--- config.mk ---
export PLATFORM = sky130hd
export DESIGN_NAME = instr_encoder
export DESIGN_NICKNAME = d
export VERILOG_FILES = /design/src/rtl/mips_isa_pkg.sv /design/src/rtl/encoder_fifo.sv /design/src/rtl/instr_encoder.sv
export SDC_FILE = /design/constraint.sdc
export NUM_CORES = 1
export LEC_CHECK = 0
export BUFFER_PORTS_ARGS = -buffer_cell sky130_fd_sc_hd__buf_2
export CORE_UTILIZATION = 28
export DETAILED_ROUTE_END_ITERATION = 7
export PLACE_DENSITY = 0.49
export REMOVE_ABC_BUFFERS = 1
export SYNTH_ARGS = -nofsm -noshare
export SYNTH_HDL_FRONTEND = slang
export SYNTH_SLANG_ARGS = --single-unit
--- constraint.sdc ---
create_clock -name clk -period 2.45 [get_ports clk]
set_clock_uncertainty 0.1 [all_clocks]
set_input_delay 0.6125 -clock clk [delete_from_list [all_inputs] [get_ports clk]]
set_output_delay 0.6125 -clock clk [all_outputs]
set_load 0.03 [all_outputs]
--- src/rtl/mips_isa_pkg.sv ---
// rtl/mips_isa_pkg.sv - MIPS format tags, opcodes, encoder FSM states and the word packer
package mips_isa_pkg;

  typedef enum logic [1:0] {
    FMT_R    = 2'b00,
    FMT_I    = 2'b01,
    FMT_J    = 2'b10,
    FMT_RSVD = 2'b11
  } fmt_t;

  localparam logic [5:0] OP_RTYPE = 6'h00;
  localparam logic [5:0] OP_J     = 6'h02;
  localparam logic [5:0] OP_JAL   = 6'h03;

  typedef enum logic [1:0] {
    ST_IDLE  = 2'd0,
    ST_LOAD  = 2'd1,
    ST_DRAIN = 2'd2,
    ST_DONE  = 2'd3
  } state_t;

  // Returns {legal, word}; an illegal bundle yields legal=0 and the word is ignored.
  function automatic logic [32:0] encode_word(
    input logic [1:0]  fmt,
    input logic [5:0]  op,
    input logic [4:0]  rs,
    input logic [4:0]  rt,
    input logic [4:0]  rd,
    input logic [4:0]  shamt,
    input logic [5:0]  funct,
    input logic [15:0] imm,
    input logic [25:0] target
  );
    logic        legal;
    logic [31:0] word;
    legal = 1'b0;
    word  = '0;
    case (fmt)
      FMT_R: begin
        legal = (op == OP_RTYPE);
        word  = {6'b0, rs, rt, rd, shamt, funct};
      end
      FMT_I: begin
        legal = (op != OP_RTYPE) && (op != OP_J) && (op != OP_JAL);
        word  = {op, rs, rt, imm};
      end
      FMT_J: begin
        legal = (op == OP_J) || (op == OP_JAL);
        word  = {op, target};
      end
      default: ;
    endcase
    return {legal, word};
  endfunction

endpackage

--- src/rtl/encoder_fifo.sv ---
// rtl/encoder_fifo.sv - synchronous FIFO buffering encoded words ahead of the IMEM writer
module encoder_fifo #(
  parameter int DEPTH = 4,
  parameter int W     = 32
) (
  input  logic         clk,
  input  logic         rest,
  input  logic         clr,
  input  logic         push,
  input  logic         pop,
  input  logic [W-1:0] wdata,
  output logic         full,
  output logic         empty,
  output logic [W-1:0] head
);

  localparam int AW = $clog2(DEPTH);

  logic [W-1:0]  mem [DEPTH];
  logic [AW-1:0] wr_ptr;
  logic [AW-1:0] rd_ptr;
  logic [AW:0]   cnt;
  logic          do_push;
  logic          do_pop;

  // Full comes from the registered count: a same-cycle pop never frees room for a push.
  assign full    = (cnt == (AW+1)'(DEPTH));
  assign empty   = (cnt == '0);
  assign do_push = push && !full;
  assign do_pop  = pop && !empty;
  assign head    = mem[rd_ptr];

  always_ff @(posedge clk) begin
    if (do_push && !clr) mem[wr_ptr] <= wdata;
  end

  always_ff @(posedge clk or posedge rest) begin
    if (rest) begin
      wr_ptr <= '0;
      rd_ptr <= '0;
      cnt    <= '0;
    end else if (clr) begin
      wr_ptr <= '0;
      rd_ptr <= '0;
      cnt    <= '0;
    end else begin
      if (do_push) wr_ptr <= wr_ptr + AW'(1);
      if (do_pop)  rd_ptr <= rd_ptr + AW'(1);
      case ({do_push, do_pop})
        2'b10:   cnt <= cnt + (AW+1)'(1);
        2'b01:   cnt <= cnt - (AW+1)'(1);
        default: cnt <= cnt;
      endcase
    end
  end

endmodule

--- src/rtl/instr_encoder.sv ---
// rtl/instr_encoder.sv - packs MIPS field bundles into words and streams them into IMEM
module instr_encoder
  import mips_isa_pkg::*;
#(
  parameter int ADDR_W     = 10,
  parameter int BASE_ADDR  = 0,
  parameter int FIFO_DEPTH = 4
) (
  input  logic              clk,
  input  logic              rest,
  input  logic              start,
  input  logic              flush,
  input  logic              in_valid,
  output logic              in_ready,
  input  logic [1:0]        fmt,
  input  logic [5:0]        op,
  input  logic [4:0]        rs,
  input  logic [4:0]        rt,
  input  logic [4:0]        rd,
  input  logic [4:0]        shamt,
  input  logic [5:0]        funct,
  input  logic [15:0]       imm,
  input  logic [25:0]       target,
  output logic              mem_we,
  input  logic              mem_ready,
  output logic [ADDR_W-1:0] mem_addr,
  output logic [31:0]       mem_wdata,
  output logic [ADDR_W:0]   count,
  output logic              err,
  output logic              ovf,
  output logic              done
);

  localparam logic [ADDR_W-1:0] BASE = ADDR_W'(BASE_ADDR);
  localparam logic [ADDR_W-1:0] LAST = {ADDR_W{1'b1}};

  state_t            state;
  state_t            state_nxt;
  logic              enc_valid;
  logic [31:0]       enc_word;
  logic [32:0]       enc_res;
  logic [ADDR_W-1:0] ptr;
  logic              accept;
  logic              fifo_push;
  logic              fifo_full;
  logic              fifo_empty;
  logic              fifo_clr;
  logic [31:0]       fifo_head;
  logic              wr_fire;
  logic              wr_last;

  assign enc_res   = encode_word(fmt, op, rs, rt, rd, shamt, funct, imm, target);
  assign in_ready  = (state == ST_LOAD) && (!enc_valid || !fifo_full);
  assign accept    = in_valid && in_ready;
  assign fifo_push = enc_valid && !fifo_full;
  assign mem_we    = !fifo_empty && ((state == ST_LOAD) || (state == ST_DRAIN)) && !ovf;
  assign wr_fire   = mem_we && mem_ready;
  assign wr_last   = wr_fire && (ptr == LAST);
  assign fifo_clr  = start || wr_last;
  assign mem_addr  = ptr;
  assign mem_wdata = mem_we ? fifo_head : 32'h0;
  assign done      = (state == ST_DONE);

  encoder_fifo #(.DEPTH(FIFO_DEPTH), .W(32)) u_fifo (
    .clk   (clk),
    .rest  (rest),
    .clr   (fifo_clr),
    .push  (fifo_push),
    .pop   (wr_fire),
    .wdata (enc_word),
    .full  (fifo_full),
    .empty (fifo_empty),
    .head  (fifo_head)
  );

  always_ff @(posedge clk or posedge rest) begin
    if (rest) state <= ST_IDLE;
    else      state <= state_nxt;
  end

  always_comb begin
    state_nxt = state;
    if (start) begin
      state_nxt = ST_LOAD;
    end else if (wr_last) begin
      state_nxt = ST_DONE;
    end else begin
      case (state)
        ST_LOAD:  if (flush) state_nxt = ST_DRAIN;
        ST_DRAIN: if (!enc_valid && fifo_empty) state_nxt = ST_DONE;
        default:  ;
      endcase
    end
  end

  always_ff @(posedge clk or posedge rest) begin
    if (rest) begin
      enc_valid <= 1'b0;
      enc_word  <= '0;
      ptr       <= BASE;
      count     <= '0;
      err       <= 1'b0;
      ovf       <= 1'b0;
    end else if (start) begin
      enc_valid <= 1'b0;
      ptr       <= BASE;
      count     <= '0;
      err       <= 1'b0;
      ovf       <= 1'b0;
    end else begin
      if (wr_last)        enc_valid <= 1'b0;
      else if (accept)    enc_valid <= enc_res[32];
      else if (fifo_push) enc_valid <= 1'b0;
      if (accept) enc_word <= enc_res[31:0];
      if (accept && !enc_res[32]) err <= 1'b1;
      // The last address is final: the pointer parks there instead of wrapping.
      if (wr_fire) begin
        count <= count + (ADDR_W+1)'(1);
        if (!wr_last) ptr <= ptr + ADDR_W'(1);
      end
      if (wr_last) ovf <= 1'b1;
    end
  end

endmodule

### Yosys cells after proc, flatten, opt, wreduce, memory -nomap -nowiden

Memories as Yosys holds them, arrays and structs flattened.
Cells that the tools add are included.

* add/sub/neg operators: 6
* equal/unequal tests: 16
* mux-type cells: 29
* bitwise logic cells: 1
* reduce and logical (&&, ||, !) cells: 39

Operator list (count)
* one-hot mux 32 bit (3 select lines): 1
* 2-to-1 mux 32 bit: 1
* 2-to-1 mux 10 bit: 3
* 2-to-1 mux 11 bit: 2
* 2-to-1 mux 2 bit: 8
* logical AND 1 bit: 14
* == test 6 x 2 -> 1 bit, second input constant: 2
* inequality test 6 x 2 -> 1 bit, second input constant: 2
* adder 11 x 1 -> 11 bit, second input constant: 1
* adder 10 x 1 -> 10 bit, second input constant: 1
* == test 10 bit, second input constant: 1
* 2-to-1 mux 1 bit: 10
* nonzero test 2 bit: 5
* == test 2 bit, second input constant: 4
* nonzero test 4 bit: 2
* == test 2 x 1 -> 1 bit, second input constant: 3
* logical NOT 1 bit: 6
* logical NOT 6 bit: 1
* one-hot mux 3 bit (2 select lines): 1
* nonzero test 6 bit: 1
* adder 2 x 1 -> 2 bit, second input constant: 2
* logical OR 1 bit: 4
* inequality test 4 x 3 -> 1 bit, second input constant: 1
* inequality test 4 bit, second input constant: 1
* 13 further kinds: 14

* bits in registers: 65
* bits in writable memories: 128
* input port bits: 82
* output and inout port bits: 58
* word-level logic and storage cells: 102
* memories kept: 1

Memories
* u_fifo.mem: words 4, width 32, read ports 1, clocked after memory_dff 0, wr ports 1, line encoder_fifo.sv:19 `logic [W-1:0] mem [DEPTH];`

### Logic depth before layout (Yosys ltp)

* word-level depth: 11
* gate-level depth with buffers: 10
* mapped depth without buffers: 9

### Cells and area by module

Synthesis repeated with hierarchy kept, for this count alone.

* cell total of the unflattened synthesis: 608
* area, all modules: 8496.9 µm²

By module, submodules not included
* encoder_fifo: instances 1, cells each 233, area each 5241.3 µm², seq. area each 4018.9 µm²
* instr_encoder: instances 1, cells each 375, area each 3255.6 µm², seq. area each 1451.4 µm²

### Least setup slack after synthesis

OpenSTA, ideal clock, no wires.

* path kind: reg2reg
* start: register ptr[0], in the netlist mem_addr[0]
* end: memory u_fifo.mem[0][0] (enable)
* setup time: 0.392 ns
* arrival time: 2.183 ns
* setup slack: -0.226 ns
* stages on the path, launching flop included: 6
* path through: dfrtp_1 > ha_1 > nand2_1 > nor3_2 > a21oi_1 > and3_1

* word-level cells in the longest chain between the ends: 7

RTL lines
* from (decl): line instr_encoder.sv:42 `logic [ADDR_W-1:0] ptr;`
* from (signal assigned): line instr_encoder.sv:119 `if (!wr_last) ptr <= ptr + ADDR_W'(1);`
* == test 10 bit: line instr_encoder.sv:58 `assign wr_last = wr_fire && (ptr == LAST);`
* logical AND 1 bit: line instr_encoder.sv:58
* logical OR 1 bit: line instr_encoder.sv:59 `assign fifo_clr = start || wr_last;`
* logical NOT 1 bit: line encoder_fifo.sv:34 `if (do_push && !clr) mem[wr_ptr] <= wdata;`
* logical AND 1 bit: line encoder_fifo.sv:34
* 2-to-1 mux 1 bit: line encoder_fifo.sv:34
* 2-to-1 mux 1 bit (implied by the code): line encoder_fifo.sv:34
* to (decl): line encoder_fifo.sv:19

Every way passes these cells.

### Final worst setup path

* start: register state[1]
* end: output mem_wdata[13]

* word-level cells in the longest chain between the ends: 5
* elaborated cells on any way between the ends: 6
* classes of those cells: 2 x eq/ne; 1 x mux; 3 x reduce/logical

RTL lines
* from (decl): line instr_encoder.sv:37 `state_t state;`
* from (signal assigned): line instr_encoder.sv:78 `else state <= state_nxt;`
* == test 2 x 1 -> 1 bit / == test 2 bit (equally long branches): line instr_encoder.sv:56 `assign mem_we = !fifo_empty && ((state == ST_LOAD) || (state == ST_DRAIN)) && !ovf;`
* logical OR 1 bit (*): line instr_encoder.sv:56
* logical AND 1 bit (*) (2 in a row): line instr_encoder.sv:56
* 2-to-1 mux 32 bit (*): line instr_encoder.sv:61 `assign mem_wdata = mem_we ? fifo_head : 32'h0;`
* to (decl): line instr_encoder.sv:27 `output logic [31:0] mem_wdata,`

Every way passes the cells marked *; elsewhere a longest branch is shown, timed or not.

==> run_results.csv <==
group,metric,value,unit
cts,postCtsHoldBufs,0,
synth,yosys_warnings,0,
outcome,status,"finished, violations left",
sta,tightest_slew,0.586,ns
worst_setup_path,crit_buf_inv,2,
routing,vias,5615,
synth,synth_ff_type,"edfxtp_1",
worst_setup_path,required,1.74,ns
cts,clock-sinks,193,
floorplanning,num_rows,62,
floorplanning,core-area,0.0291,mm²
pwr,p_total,8.69,mW
synth,yosysTopAreaCell,"edfxtp_1",
cells_and_area,final_nets,886,
synth,ys_ff_latch,193,
cts,clk_pin_slew,0.09,ns
routing,ant_nets,0,
cells_and_area,area_delta_synth_final,34.5,%
sta,slew_violations,0,
worst_hold_path,hp-class,"primary input to async pin",
pwr,leakage,4.41,nW
grt,grt_pass1_wl,32700,µm
routing,firstDrtPassIters,5,
worst_setup_path,start_kind,"flip-flop",
cells_and_area,design_area,0.0113,mm²
sta,setup_viol_count_final,33,
sta,fmax,0.355,GHz
cells_and_area,final_layout_size_suffix_gt1_share,40.3,%
cts,root_buffer,"clkbuf_16",
synth,synth_area_leaders,"edfxtp_1 (46%), dfrtp_1 (19%), mux4_2 (8.6%)",
grt,grt_usage,14.3,%
routing,viasPerCell,4.70,
cts,cts_tree,"yes",
placed_design,finalWeightedCongestion,0.780,
placed_design,portBuffers,139,
floorplanning,dieWidth,175,µm
synth,synth_most_common_cell,"edfxtp_1",
routing,dr.first_iter.drc_count,402,
placed_design,dp_hpwl,13900,µm
cells_and_area,nFillCells,2747,
synth,avgSynthCellArea,13.9,µm²
flow_run,timing.max_cap.violations,0,
grt,grt_overflow,0,
floorplanning,initial_utilization,28.8,%
worst_setup_path,critPathKind,"flip-flop to primary output",
placed_design,placedInstanceArea,0.00999,mm²
floorplanning,die_area,0.0306,mm²
synth,synth_edf_count,128,
pwr,p_per_area,772,mW/mm²
synth,synth_cells,603,
synth,yosys.cell_types.count,53,
synth,synthArstFlopShare,33.7,%
synth,synthTopCellsByCount,"edfxtp_1 (128), dfrtp_1 (65), nor2_1 (53)",
synth,synth.cell_area,0.00838,mm²
routing,drc_errors,0,
grt,grt_start_max_net_pins,34,
cts,clk_latency,0.44,ns
routing,post_drt_wl_per_cell,18.1,µm
grt,antenna_found_initial,3,
grt,grt_pass1_vias,5658,
pwr,ir_drop,0.450,mV
synth,ys_seq_area_share,65.3,%
floorplanning,ios,140,
sta,slew_headroom,60.9,%
worst_setup_path,end_kind,"primary output",
floorplanning,die_h,175,µm
sta,period_minus_slack,2.82,ns
cts,numCtsBuffers,17,
worst_setup_path,slowest_stage,"or3_4",
sta,worst_slack,-0.369,ns
outcome,violations,"setup timing",
synth,yosys.area.top_type_share,45.9,%
routing,wl,21700,µm
worst_setup_path,arrival,2.11,ns
cts,htree_num_levels,4,
worst_setup_path,path_delay_family,"simple AND/OR/NAND/NOR gates",
worst_setup_path,slowest_delay,0.49,ns
sta,hold_viol,0,
sta,rsz0062_at_grt,"yes",
cts,clock_path_buffers,2,
sta,min_period_over_period,115,%
worst_setup_path,critPathMaxFanout,8,
worst_setup_path,path_cells,"ha_4 > or3_4 > clkbuf_16 > nor2b_1 > buf_4",
==> metrics by stage <==
stage / util, % / std cells / setup slack, ns / hold slack, ns / TNS (ns)
final: 38.7 / 1194 / -0.369 / 0.114 / -11.02
after global routing: 38.7 / 1191 / -0.427 / 0.148 / -12.87
after CTS: 37.3 / 1185 / -0.388 / 0.124 / -11.78
after detailed placement: 34.3 / 1149 / -0.0524 / 0.403 / -0.582
after global placement: 34.3 / 1149 / -0.0137 / 0.404 / -0.0137
after floorplan: - / 571 / -0.572 / 0.376 / -56.79
==> sequential cells by signal, indices dropped and copies added, names as in the netlist <==
register	count
enc_valid	1
u_fifo.wr_ptr	2
u_fifo.mem	128
mem_addr	10
enc_word	32
count	11
ovf	1
u_fifo.cnt	3
state	2
u_fifo.rd_ptr	2
err	1
==> kinds of logic after synthesis <==
kind of cell / count (synthesis) / synth area share, %
AOI/OAI and AO/OA: 93 / 6.80
xor gates and xnor gates: 8 / 0.837
and+or+nand+nor: 204 / 12.5
muxes: 50 / 10.8
DFF: 193 / 65.3
buffers and inverters: 45 / 2.24
adders and majority gates: 10 / 1.58
==> final cells by class <==
type                       instances  area [µm²]  area share (%)
timing repair buffer             204        1610            14.3
inverter                          13        50.0           0.444
multi-input combinational        365        3000            26.7
clock buffer                      17         425            3.78
antenna                            3        7.51          0.0666
clock inverter                    15         210            1.87
sequential                       193        5480            48.6
tap                              384         480            4.26
==> worst paths after layout <==
| kind | from | slack [ns] | end | depth (start not counted) |
|---|---|---|---|---|
| min reg2reg | enc_word[17] | 0.41 | u_fifo.mem[1][17] | 0 |
| min in group clk | op[3] | 0.32 | enc_word[29] | 3 |
| min | rest | 0.11 | ovf | 2 |
| max | state[1] | -0.37 | mem_wdata[13] | 5 |
| max in group asynchronous | rest | 1.55 | enc_word[16] | 3 |
| max reg2reg | state[1] | 0.05 | u_fifo.cnt[2] | 9 |
==> power by group <==
group | total, mW | internal [mW] | switching (mW)
logic | 1.42 | 0.629 | 0.786
registers | 4.32 | 4.02 | 0.297
clock network | 2.96 | 1.44 | 1.51
total | 8.69 | 6.10 | 2.60
==> per-layer routing <==
layer,vias to the layer above,share of wire [%],routed length [µm],global-route usage (%)
met5,-,0.037,8,0
met4,2,0.71,154,3.41
met3,16,5.2,1120,3.83
met2,152,48,10400,23.2
met1,2790,46,10000,18.8
li1,2655,-,-,-
==> what timing repair did <==
| item | 4_1_cts | 5_1_grt |
|---|---|---|
| resized for setup | 52 | 78 |
| endpoints found under the setup margin | 35 | 147 |
| pin swaps | 1 | 8 |
| gates cloned | 2 | 2 |
| buffers inserted | 2 | 4 |
==> cell usage in the layout (no fill, tap or decap), types with 4 or more instances in the layout <==
cell type / count
a221oi_1: 10
buf_4: 51
o21ai_0: 6
or3_1: 5
mux4_2: 32
edfxtp_1: 128
buf_2: 105
nor2b_4: 27
inv_12: 5
clkbuf_16: 19
and2_1: 4
o31ai_1: 5
a21oi_1: 35
inv_1: 9
o21ai_1: 19
mux2i_1: 17
nand3_1: 20
buf_6: 32
buf_12: 12
or4_1: 6
xor2_1: 5
nand2b_1: 4
nor3_1: 9
nor2_1: 51
nand2_1: 40
nor2b_1: 6
nand4_1: 4
ha_1: 8
and3_2: 4
dfrtp_1: 63
Power figures use the tool's default switching activity.
